--- src/rtl/biu_pkg.sv ---
// Shared types and constants for the 8088/8086-class bus interface unit.
//   bus_state_t : bus cycle states TI, T1, T2, T3, TW, T4
//   cyc_owner_t : which requester owns the running bus cycle
//   RESET_VEC_DEFAULT : prefetch pointer after reset
//   q_wrap      : folds a queue index back into 0..depth-1
package biu_pkg;

    typedef enum logic [2:0] {TI, T1, T2, T3, TW, T4} bus_state_t;

    typedef enum logic [1:0] {CYC_NONE, CYC_CPU, CYC_PREF} cyc_owner_t;

    localparam logic [19:0] RESET_VEC_DEFAULT = 20'hFFFF0;

    // Index never exceeds 2*depth-2, so one conditional subtract is enough.
    function automatic logic [2:0] q_wrap(input logic [3:0] idx, input logic [3:0] depth);
        return (idx >= depth) ? 3'(idx - depth) : idx[2:0];
    endfunction

endpackage

--- src/rtl/bus_interface_unit_queue.sv ---
// Instruction prefetch queue: byte FIFO of DEPTH entries (2..8).
//   clk, rst     : clock, asynchronous active-high reset
//   i_flush      : empty the queue (wins over push and pop in the same clock)
//   i_push       : write i_push_n bytes (1..BUS_BYTES) from i_push_data, byte 0 first
//   i_pop        : consume the head byte; ignored while empty
//   o_valid      : queue not empty
//   o_head       : head byte
//   o_free       : number of free entries
module prefetch_queue
    import biu_pkg::*;
#(
    parameter int unsigned DEPTH     = 4,
    parameter int unsigned BUS_BYTES = 1
) (
    input  logic                   clk,
    input  logic                   rst,
    input  logic                   i_flush,
    input  logic                   i_push,
    input  logic [1:0]             i_push_n,
    input  logic [8*BUS_BYTES-1:0] i_push_data,
    input  logic                   i_pop,
    output logic                   o_valid,
    output logic [7:0]             o_head,
    output logic [3:0]             o_free
);

    localparam logic [3:0] DEPTH4 = 4'(DEPTH);

    logic [7:0] r_mem [8];
    logic [2:0] r_rd;
    logic [3:0] r_cnt;
    logic       w_pop;

    assign w_pop   = i_pop && (r_cnt != '0);
    assign o_valid = (r_cnt != '0);
    assign o_head  = r_mem[r_rd];
    assign o_free  = DEPTH4 - r_cnt;

    // Tail is computed from the pre-pop count, so a same-clock pop never moves it.
    always_ff @(posedge clk) begin
        if (i_push && !i_flush) begin
            for (int unsigned k = 0; k < BUS_BYTES; k++) begin
                if (k < 32'(i_push_n))
                    r_mem[q_wrap({1'b0, r_rd} + r_cnt + 4'(k), DEPTH4)] <= i_push_data[8*k +: 8];
            end
        end
    end

    always_ff @(posedge clk or posedge rst) begin
        if (rst) begin
            r_rd  <= '0;
            r_cnt <= '0;
        end else if (i_flush) begin
            r_rd  <= '0;
            r_cnt <= '0;
        end else begin
            if (w_pop)
                r_rd <= q_wrap({1'b0, r_rd} + 4'd1, DEPTH4);
            r_cnt <= r_cnt + (i_push ? {2'b00, i_push_n} : 4'd0) - {3'b000, w_pop};
        end
    end

endmodule

--- src/rtl/bus_interface_unit.sv ---
// 8088/8086-class bus interface unit.
// Runs T1-T2-T3-[TW]-T4 cycles on a multiplexed bus, splits core word accesses
// into byte-lane cycles and fills a prefetch queue when the core is idle.
//   clk, rst                : clock, asynchronous active-high reset
//   cpu_req/we/word/io/adr  : core data access request (held until cpu_ack)
//   cpu_dat_o / cpu_dat_i   : core write data / read data (valid with cpu_ack)
//   cpu_ack                 : one-cycle completion pulse in T4 of the last cycle
//   q_flush/q_flush_adr     : discard queue, reload prefetch pointer
//   q_pop/q_valid/q_byte    : queue consume port
//   ready                   : external ready, low inserts TW
//   a, ad_o, ad_i, ad_oe    : latched address and data lanes
//   ale, rd_n, wr_n, den_n, dtr, iom : bus strobes
module bus_interface_unit
    import biu_pkg::*;
#(
    parameter int unsigned BUS_BYTES   = 1,
    parameter int unsigned QUEUE_DEPTH = 4,
    parameter logic [19:0] RESET_VEC   = RESET_VEC_DEFAULT
) (
    input  logic                   clk,
    input  logic                   rst,
    input  logic                   cpu_req,
    input  logic                   cpu_we,
    input  logic                   cpu_word,
    input  logic                   cpu_io,
    input  logic [19:0]            cpu_adr,
    input  logic [15:0]            cpu_dat_o,
    output logic                   cpu_ack,
    output logic [15:0]            cpu_dat_i,
    input  logic                   q_flush,
    input  logic [19:0]            q_flush_adr,
    input  logic                   q_pop,
    output logic                   q_valid,
    output logic [7:0]             q_byte,
    input  logic                   ready,
    output logic [19:0]            a,
    output logic [8*BUS_BYTES-1:0] ad_o,
    input  logic [8*BUS_BYTES-1:0] ad_i,
    output logic                   ad_oe,
    output logic                   ale,
    output logic                   rd_n,
    output logic                   wr_n,
    output logic                   den_n,
    output logic                   dtr,
    output logic                   iom
);

    localparam int unsigned DW = 8 * BUS_BYTES;

    bus_state_t  r_state, w_next;
    cyc_owner_t  r_owner;
    logic [19:0] r_a, r_ptr;
    logic        r_we, r_io, r_split, r_hi, r_full, r_pf_two, r_drop;
    logic [15:0] r_cpu_wd, r_wd, r_rdata;
    logic [15:0] w_ad16, w_push16;
    logic [DW-1:0] w_push_data;
    logic [7:0]  w_rbyte;
    logic [3:0]  w_free;
    logic [1:0]  w_push_n;
    logic        w_ack, w_cpu_go, w_pf_go, w_start, w_cap, w_active, w_push, w_full;

    assign w_ad16   = 16'(ad_i);
    assign w_ack    = (r_state == T4) && (r_owner == CYC_CPU) && !r_split;
    // The request is still high during its own ack clock; it must not restart.
    assign w_cpu_go = r_split || (cpu_req && !w_ack);
    assign w_pf_go  = !q_flush && (w_free >= 4'(BUS_BYTES));
    assign w_start  = (w_next == T1);
    assign w_cap    = ((r_state == T3) || (r_state == TW)) && ready;
    assign w_active = (r_state == T1) || (r_state == T2) || (r_state == T3) || (r_state == TW);
    assign w_full   = cpu_word && (BUS_BYTES == 2) && !cpu_adr[0];

    // Odd address on a 16-bit bus lives on the upper lane.
    assign w_rbyte     = ((BUS_BYTES == 2) && r_a[0]) ? w_ad16[15:8] : w_ad16[7:0];
    assign w_push      = w_cap && (r_owner == CYC_PREF) && !r_drop && !q_flush;
    assign w_push_n    = r_pf_two ? 2'd2 : 2'd1;
    assign w_push16    = r_pf_two ? w_ad16 : {8'h00, w_rbyte};
    assign w_push_data = DW'(w_push16);

    assign a         = r_a;
    assign ad_o      = DW'(r_wd);
    assign cpu_ack   = w_ack;
    assign cpu_dat_i = r_rdata;

    always_ff @(posedge clk or posedge rst) begin
        if (rst) r_state <= TI;
        else     r_state <= w_next;
    end

    always_comb begin
        w_next = r_state;
        case (r_state)
            TI:      if (w_cpu_go || w_pf_go) w_next = T1;
            T1:      w_next = T2;
            T2:      w_next = T3;
            T3, TW:  w_next = ready ? T4 : TW;
            T4:      w_next = (w_cpu_go || w_pf_go) ? T1 : TI;
            default: w_next = TI;
        endcase
    end

    always_comb begin
        ale   = 1'b0;
        rd_n  = 1'b1;
        wr_n  = 1'b1;
        den_n = 1'b1;
        dtr   = 1'b1;
        iom   = 1'b0;
        ad_oe = 1'b0;
        case (r_state)
            T1, T4: begin
                ale   = (r_state == T1);
                iom   = r_io;
                ad_oe = r_we;
            end
            T2, T3, TW: begin
                rd_n  = r_we;
                wr_n  = !r_we;
                den_n = 1'b0;
                dtr   = r_we;
                iom   = r_io;
                ad_oe = r_we;
            end
            default: ;
        endcase
    end

    always_ff @(posedge clk or posedge rst) begin
        if (rst) begin
            r_owner  <= CYC_NONE;
            r_a      <= '0;
            r_ptr    <= RESET_VEC;
            r_we     <= 1'b0;
            r_io     <= 1'b0;
            r_split  <= 1'b0;
            r_hi     <= 1'b0;
            r_full   <= 1'b0;
            r_pf_two <= 1'b0;
            r_drop   <= 1'b0;
            r_cpu_wd <= '0;
            r_wd     <= '0;
            r_rdata  <= '0;
        end else begin
            if (w_start) begin
                if (w_cpu_go) begin
                    r_owner <= CYC_CPU;
                    if (r_split) begin
                        r_a     <= r_a + 20'd1;
                        r_hi    <= 1'b1;
                        r_split <= 1'b0;
                        r_full  <= 1'b0;
                        r_wd    <= {2{r_cpu_wd[15:8]}};
                    end else begin
                        r_a      <= cpu_adr;
                        r_we     <= cpu_we;
                        r_io     <= cpu_io;
                        r_cpu_wd <= cpu_dat_o;
                        r_hi     <= 1'b0;
                        r_full   <= w_full;
                        r_split  <= cpu_word && !w_full;
                        r_wd     <= w_full ? cpu_dat_o : {2{cpu_dat_o[7:0]}};
                    end
                end else begin
                    r_owner  <= CYC_PREF;
                    r_a      <= r_ptr;
                    r_we     <= 1'b0;
                    r_io     <= 1'b0;
                    r_pf_two <= (BUS_BYTES == 2) && !r_ptr[0];
                end
            end else if (w_next == TI) begin
                r_owner <= CYC_NONE;
            end

            // A flush during a running prefetch lets it finish but discards its data.
            if (w_start)
                r_drop <= 1'b0;
            else if (q_flush && (r_owner == CYC_PREF) && w_active)
                r_drop <= 1'b1;

            if (w_cap && (r_owner == CYC_CPU) && !r_we) begin
                if (r_full)    r_rdata       <= w_ad16;
                else if (r_hi) r_rdata[15:8] <= w_rbyte;
                else           r_rdata       <= {8'h00, w_rbyte};
            end

            if (q_flush)     r_ptr <= q_flush_adr;
            else if (w_push) r_ptr <= r_ptr + 20'(w_push_n);
        end
    end

    prefetch_queue #(
        .DEPTH     (QUEUE_DEPTH),
        .BUS_BYTES (BUS_BYTES)
    ) u_queue (
        .clk         (clk),
        .rst         (rst),
        .i_flush     (q_flush),
        .i_push      (w_push),
        .i_push_n    (w_push_n),
        .i_push_data (w_push_data),
        .i_pop       (q_pop),
        .o_valid     (q_valid),
        .o_head      (q_byte),
        .o_free      (w_free)
    );

endmodule

--- config.mk ---
export PLATFORM = sky130hd
export DESIGN_NAME = bus_interface_unit
export DESIGN_NICKNAME = d
export VERILOG_FILES = /design/src/rtl/biu_pkg.sv /design/src/rtl/bus_interface_unit_queue.sv /design/src/rtl/bus_interface_unit.sv
export SDC_FILE = /design/constraint.sdc
export NUM_CORES = 1
export LEC_CHECK = 0
export ABC_AREA = 1
export CELL_PAD_IN_SITES_DETAIL_PLACEMENT = 0
export CELL_PAD_IN_SITES_GLOBAL_PLACEMENT = 1
export CORE_UTILIZATION = 40
export DETAILED_ROUTE_END_ITERATION = 10
export PLACE_DENSITY_LB_ADDON = 0.1
export SYNTH_ARGS = -nofsm -noshare
export SYNTH_HDL_FRONTEND = slang
export SYNTH_HIERARCHICAL = 1
export SYNTH_SLANG_ARGS = --single-unit
--- constraint.sdc ---
create_clock -name clk -period 3.1 [get_ports clk]
set_clock_uncertainty 0.15 [all_clocks]
set_input_delay 0.62 -clock clk [delete_from_list [all_inputs] [get_ports clk]]
set_output_delay 0.62 -clock clk [all_outputs]
set_load 0.02 [all_outputs]
# Yosys cells after proc, flatten, opt, wreduce, memory -nomap -nowiden

Memories as Yosys holds them, arrays and structs flattened.
Index checks and enable logic that the tools add are counted.

Output and inout port bits: 61
Bits of input ports: 73
Memory bits (writable): 64
Register bits: 97
Memories kept: 1

Add/sub/neg operators: 9
Bitwise operators: 2
Equal/unequal tests: 9
Reductions and logical operators: 40
Order comparisons: 3
Muxes and demuxes: 36

Memory list:

| memory        | words | width | read ports | clocked after memory_dff | wr ports | line                           | text |
|---|---|---|---|---|---|---|---|
| u_queue.r_mem | 8     | 8     | 1          | 0                        | 1        | bus_interface_unit_queue.sv:29 | `logic [7:0] r_mem [8];` |

Operators by type and width:

| kind                                                                                 | count |
|---|---|
| 20-bit two-way mux                                                                   | 4 |
| 20-bit by 1-bit adder with 20-bit output (second input constant)                     | 2 |
| 8-bit two-way mux                                                                    | 3 |
| 1-bit two-way mux                                                                    | 19 |
| 3-bit two-way mux                                                                    | 5 |
| 3-bit case mux with 5 select lines                                                   | 1 |
| 1-bit logical AND                                                                    | 14 |
| 4-bit by 3-bit greater-or-equal comparator with 1-bit output (second input constant) | 2 |
| 2-bit nonzero test                                                                   | 4 |
| 3-bit by 1-bit == test with 1-bit output (second input constant)                     | 2 |
| 3-bit by 2-bit == test with 1-bit output (second input constant)                     | 2 |
| 3-bit == test (second input constant)                                                | 2 |
| 3-bit logical NOT                                                                    | 2 |
| 1-bit logical OR                                                                     | 6 |
| 2-bit two-way mux                                                                    | 3 |
| 2-bit AND reduction                                                                  | 3 |
| 3-bit subtractor (second input constant)                                             | 2 |
| 1-bit logical NOT                                                                    | 5 |
| 5-bit OR reduction                                                                   | 1 |
| 3-bit by 1-bit adder with 4-bit output (second input constant)                       | 1 |
| 3-bit by 4-bit adder with 4-bit output                                               | 1 |
| 4-bit adder                                                                          | 1 |
| 4-bit by 1-bit greater-or-equal comparator with 1-bit output (second input constant) | 1 |
| 4-bit two-way mux                                                                    | 1 |
| other kinds (10)                                                                     | 12 |

# Logic depth before layout (Yosys ltp)

Depth in word-level cells: 12
Mapped depth: 16
Gate-level depth less buffers: 15

# Modules after synthesis

Netlist, hierarchy kept.

Modules (own cells, without submodules):

| module             | area each (µm²) | seq. area each (µm²) | instances | cells each |
|---|---|---|---|---|
| bus_interface_unit | 4884.7          | 2072.0               | 1         | 721 |
| prefetch_queue     | 3279.4          | 2097.0               | 1         | 288 |

# Least setup slack after synthesis

No wires, ideal clock.

Kind: input to register
Start point: input ready
End point: memory u_queue.r_mem[0][0], enable pin
Arrival time: 1.921 ns
Library setup time: 0.370 ns
Stages: 8
Slack: 0.658 ns
Cells stage by stage: and3_1 > nand2_1 > nor2_1 > buf_2 > nand2_1 > a21oi_1 > nand2_1 > nor2_1

Cells in the longest elaborated chain, start to end: 7

Ends and longest elaborated chain:

| what                                    | line                           | text |
|---|---|---|
| from (decl)                             | bus_interface_unit.sv:35       | `input logic ready,` |
| 1-bit logical AND                       | bus_interface_unit.sv:68       | `assign w_cap = ((r_state == T3) \|\| (r_state == TW)) && ready;` |
| 1-bit logical AND (3 in a row)          | bus_interface_unit.sv:74       | `assign w_push = w_cap && (r_owner == CYC_PREF) && !r_drop && !q_flush;` |
| via w_push                              | bus_interface_unit.sv:60       | `logic w_ack, w_cpu_go, w_pf_go, w_start, w_cap, w_active, w_push, w_full;` |
| 1-bit logical AND                       | bus_interface_unit_queue.sv:41 | `if (i_push && !i_flush) begin` |
| 1-bit two-way mux                       | bus_interface_unit_queue.sv:41 |  |
| 1-bit two-way mux (not written as such) | bus_interface_unit_queue.sv:44 | `r_mem[q_wrap({1'b0, r_rd} + r_cnt + 4'(k), DEPTH4)] <= i_push_data[8*k +: 8];` |
| to (decl)                               | bus_interface_unit_queue.sv:29 |  |

The timed path passes the listed nets, and every way through them passes these cells.

# Final worst setup path

Start point: register r_state[0]
End point: output wr_n

Cells in the longest elaborated chain, start to end: 3
Elaborated cells between the ends (all ways): 5

Ends and longest elaborated chain:

| what                                                                      | line                      | text |
|---|---|---|
| from (decl)                                                               | bus_interface_unit.sv:50  | `bus_state_t r_state, w_next;` |
| from (signal assigned)                                                    | bus_interface_unit.sv:86  | `else r_state <= w_next;` |
| 3-bit by 2-bit == test with 1-bit output or 3-bit == test (tied branches) | bus_interface_unit.sv:109 | `case (r_state)` |
| 3-bit OR reduction (*)                                                    | --                        |  |
| 1-bit two-way mux (*)                                                     | bus_interface_unit.sv:109 |  |
| to (decl)                                                                 | bus_interface_unit.sv:42  | `output logic wr_n,` |

Mark *: on every way between the ends. The rest lies on a longest branch, timed or not.

==> flow_summary.toml <==
[status]
outcome = "finished, final reports clean"

[synth]
mux_cell_area_share_after_synthesis = 0
post_synthesis_compound_gate_area_fraction = 0.07264
yosys_register_bits = 153
synth-simple-area-share = 0.3041
synth-seq-area-share = 0.5107
synth-warning-count = 6
combinational_family_with_the_most_area_after_synthesis = "simple AND/OR/NAND/NOR gates"
postSynthNetCount = 1097
yosys.area_share.xor_xnor = 0.02038
synthesis.instances = 1009
netlist_area_before_placement_um2 = 8164
synth_cell_types = 40
avgSynthCellArea_um2 = 8.091
synth_adder_area_share = 0.02483

[setup_path]
crit_arrival_ps = 2210
timing.critical_path.to_type = "primary output"
start_kind = "flip-flop"
reg2reg_setup_slack_ps = 660
worstPathRequired_ps = 2330
critical_path_peak_fanout = 5
worstSetupPathType = "reg2out"

[clock_network]
number_of_cts_inserted_buffers = 17
cts_sinks = 153
cts_repair_resize_count = 0
clock-root-buffer = "sky130_fd_sc_hd__clkbuf_16"
ctsHoldBuffers = 0
tritoncts = "done"
clk-insertion-delay-late_ps = 420
cts.reportedPaths.clkPinSlew_ps = 80
htree_num_levels = 4
cts_setup_buffers = 0
clock_tree.buffer_depth = 2

[layout]
nNetsFinal = 1241
utilization = 0.5276
layout-drive-gt1-share = 0.09091
register_area_um2 = 4170
n_fill_cell = 1869
area_of_combinational_cells_with_multiple_inputs_um2 = 3452
area_growth_pct = 27.43
antennaDiodeCount = 0

[floorplan]
coreArea_um2 = 19720
ioPinCount = 134
floorplan.die.height_um = 144.9
num_rows = 51
floorplan.initialDensity = 0.4140
floorplan.die.width_um = 144.9
total_die_area_um2 = 20990

[drt]
dr.pass1.iters = 5
drt-vias-per-instance = 4.871
ant_nets = 0
num_vias = 6971
drc = 0
postRouteWirelength_mm = 22.32
wire_per_inst_um = 15.60
drt_iter0_markers = 481

[sta]
timing.final.setup_violations = 0
timing_max_transition_violations_final = 0
slew_headroom = 0.4265
worstMarginPinSlew_ps = 860.2
clock.fmax_ghz = 0.3360
timing.final.crit_period_ps = 2976
total_negative_slack_for_setup_checks_ps = 0
setup_repair_after_global_routing_missed_its_margin = "no"
post-route-period-util = 0.9601
hold_viol_final = 0

[power]
power.combinational.fraction = 0.428
netSwitchingFraction = 0.4188
power.net_switching_mw = 3.739
power_density_nw_per_um2 = 858.1
peakVddDrop_mv = 0.4331
share_seq_of_total_power = 0.341
relative_contribution_of_the_clock_network_to_total_power = 0.231
internal_power_mw = 5.189
cellLeakagePower_nw = 4.602

[placement]
finalWeightedCongestion = 0.8214
io_buffers = 133
dp_hpwl_mm = 16.23

[global_routing]
grt_max_degree = 43
grt.total_usage = 0.2238
grt_first_pass_wirelength_mm = 35.19
grt-ovfl-total = 0
antenna_found_initial = 0
first_global_vias = 6643

[hold_path]
hold_path_class = "reg2reg"

[job]
max_cap_violations = 0
## per-layer routing
layer,track usage,wire length (um),vias up
li1,-,-,3562
met1,0.2945,10190,3250
met2,0.3866,11100,141
met3,0.02896,806,18
met4,0.06039,226,0
met5,0,0,-
## area by class of cell
| cell class | count | share of cell area |
|---|---|---|
| multi-input combinational | 751 | 0.3318 |
| inverter | 68 | 0.02514 |
| timing repair buffer | 162 | 0.1526 |
| tap | 265 | 0.03187 |
| clock buffer | 17 | 0.04089 |
| clock inverter | 15 | 0.01684 |
| sequential | 153 | 0.4008 |
## power groups by stage
stage	registers [mW]	clock network (mW)	logic, mW
finish	3.05	2.06	3.82
global route	3.11	2.19	4.29
global placement	3.08	0	3.84
CTS	3.04	2.10	3.86
floorplan	3.22	0	2.30
detailed placement	3.07	0	3.86
## cell families (layout without fill, tap and decap cells)
family	Yosys count	after routing
XOR/XNOR	19	19
adder cells (fa/ha/maj)	15	15
other	2	2
flip-flops	153	153
AND/OR/NAND/NOR	601	601
buffers and inverters	105	262
AO/OA/AOI/OAI	114	114
## registers in the layout, summed over array words and instances, names as in the netlist
register       count
r_we               1
cpu_dat_i         16
a                 20
u_queue/r_mem     64
r_cpu_wd           8
r_hi               1
r_ptr             20
r_owner            2
u_queue/r_cnt      4
r_split            1
r_drop             1
r_wd               8
r_state            3
r_io               1
u_queue/r_rd       3
## critical path, cell delays in order (launching register included)
cell and delay, ps:
sky130_fd_sc_hd__dfrtp_1 430, sky130_fd_sc_hd__nand2_1 140, sky130_fd_sc_hd__nand2_1 70, sky130_fd_sc_hd__and2_1 200, sky130_fd_sc_hd__nor2_1 190, sky130_fd_sc_hd__inv_1 80
sky130_fd_sc_hd__nand2_1 60, sky130_fd_sc_hd__clkdlybuf4s50_1 610
## Yosys cell counts, drive strengths merged
| cell | number | share of area |
|---|---|---|
| edfxtp | 64 | 0.24 |
| nand2 | 363 | 0.17 |
| or2 | 4 | 0.0031 |
| inv | 67 | 0.031 |
| or3 | 1 | 0.00077 |
| and2 | 3 | 0.0023 |
| xnor2 | 9 | 0.0097 |
| o21ai | 97 | 0.061 |
| xor2 | 10 | 0.011 |
| dfrtp | 73 | 0.22 |
| o211ai | 1 | 0.00092 |
| clkinv | 1 | 0.00046 |
| nor3 | 5 | 0.0031 |
| buf | 24 | 0.029 |
| a21oi | 12 | 0.0074 |
| nand4 | 11 | 0.0084 |
| o21bai | 1 | 0.00092 |
| a21o | 1 | 0.00092 |
| nor2 | 123 | 0.061 |
| o22ai | 1 | 0.00077 |
| o21a | 1 | 0.00092 |
| clkbuf | 13 | 0.0060 |
| nand3 | 87 | 0.054 |
| conb | 2 | 0.00092 |
| dfstp | 16 | 0.051 |
| fa | 2 | 0.0049 |
| nand3b | 3 | 0.0028 |
| ha | 13 | 0.020 |
| and3 | 1 | 0.00077 |
## worst paths after layout
kind / start / depth (start not counted) / to
setup / recovery: r_state[0] / 7 / wr_n
hold / removal: r_cpu_wd[9] / 2 / r_cpu_wd[9]
setup reg to reg: u_queue/r_rd[0] / 7 / u_queue/r_mem[4][0]
hold reg to reg: r_cpu_wd[9] / 2 / r_cpu_wd[9]
max in group asynchronous: rst / 3 / r_wd[7]
min in group asynchronous: rst / 2 / u_queue/r_cnt[3]
## through the flow
| step | total power, mW | hold slack (ps) | setup WS [ps] | cell area (um^2) | cells |
|---|---|---|---|---|---|
| after global placement | 6.916 | 304.8 | 380.1 | 9773 | 1399 |
| after floorplan | 5.516 | 273.4 | 248.0 | 8164 | 1009 |
| after detailed placement | 6.924 | 308.1 | 359.7 | 9773 | 1399 |
| final | 8.928 | 321.5 | 123.6 | 10400 | 1431 |
| after CTS | 9.000 | 327.7 | 12.70 | 10370 | 1431 |
| after global routing | 9.588 | 340.2 | 4.832 | 10400 | 1431 |
## cells in the final DEF, fill, tap and decap left out, types with 2 or more instances in the layout
master and n:
sky130_fd_sc_hd__nand2_1 360, sky130_fd_sc_hd__nand2_2 3, sky130_fd_sc_hd__edfxtp_1 64, sky130_fd_sc_hd__clkbuf_16 17, sky130_fd_sc_hd__or2_2 4, sky130_fd_sc_hd__nand4_1 11, sky130_fd_sc_hd__a21oi_1 12, sky130_fd_sc_hd__nand3_1 86
sky130_fd_sc_hd__conb_1 2, sky130_fd_sc_hd__clkinv_8 5, sky130_fd_sc_hd__xnor2_1 9, sky130_fd_sc_hd__nor2_2 15, sky130_fd_sc_hd__inv_8 3, sky130_fd_sc_hd__and2_1 3, sky130_fd_sc_hd__o21ai_1 34, sky130_fd_sc_hd__ha_1 13
sky130_fd_sc_hd__fa_1 2, sky130_fd_sc_hd__xor2_1 10, sky130_fd_sc_hd__nor3_1 5, sky130_fd_sc_hd__inv_6 5, sky130_fd_sc_hd__dfrtp_1 72, sky130_fd_sc_hd__nand3b_1 3, sky130_fd_sc_hd__clkinv_4 2, sky130_fd_sc_hd__buf_6 3
sky130_fd_sc_hd__clkdlybuf4s50_1 127, sky130_fd_sc_hd__dfstp_2 16, sky130_fd_sc_hd__buf_4 25, sky130_fd_sc_hd__dlymetal6s2s_1 6, sky130_fd_sc_hd__inv_2 2, sky130_fd_sc_hd__o21ai_0 62, sky130_fd_sc_hd__inv_1 63, sky130_fd_sc_hd__nor2_1 108
Power figures use the tool's default switching activity.
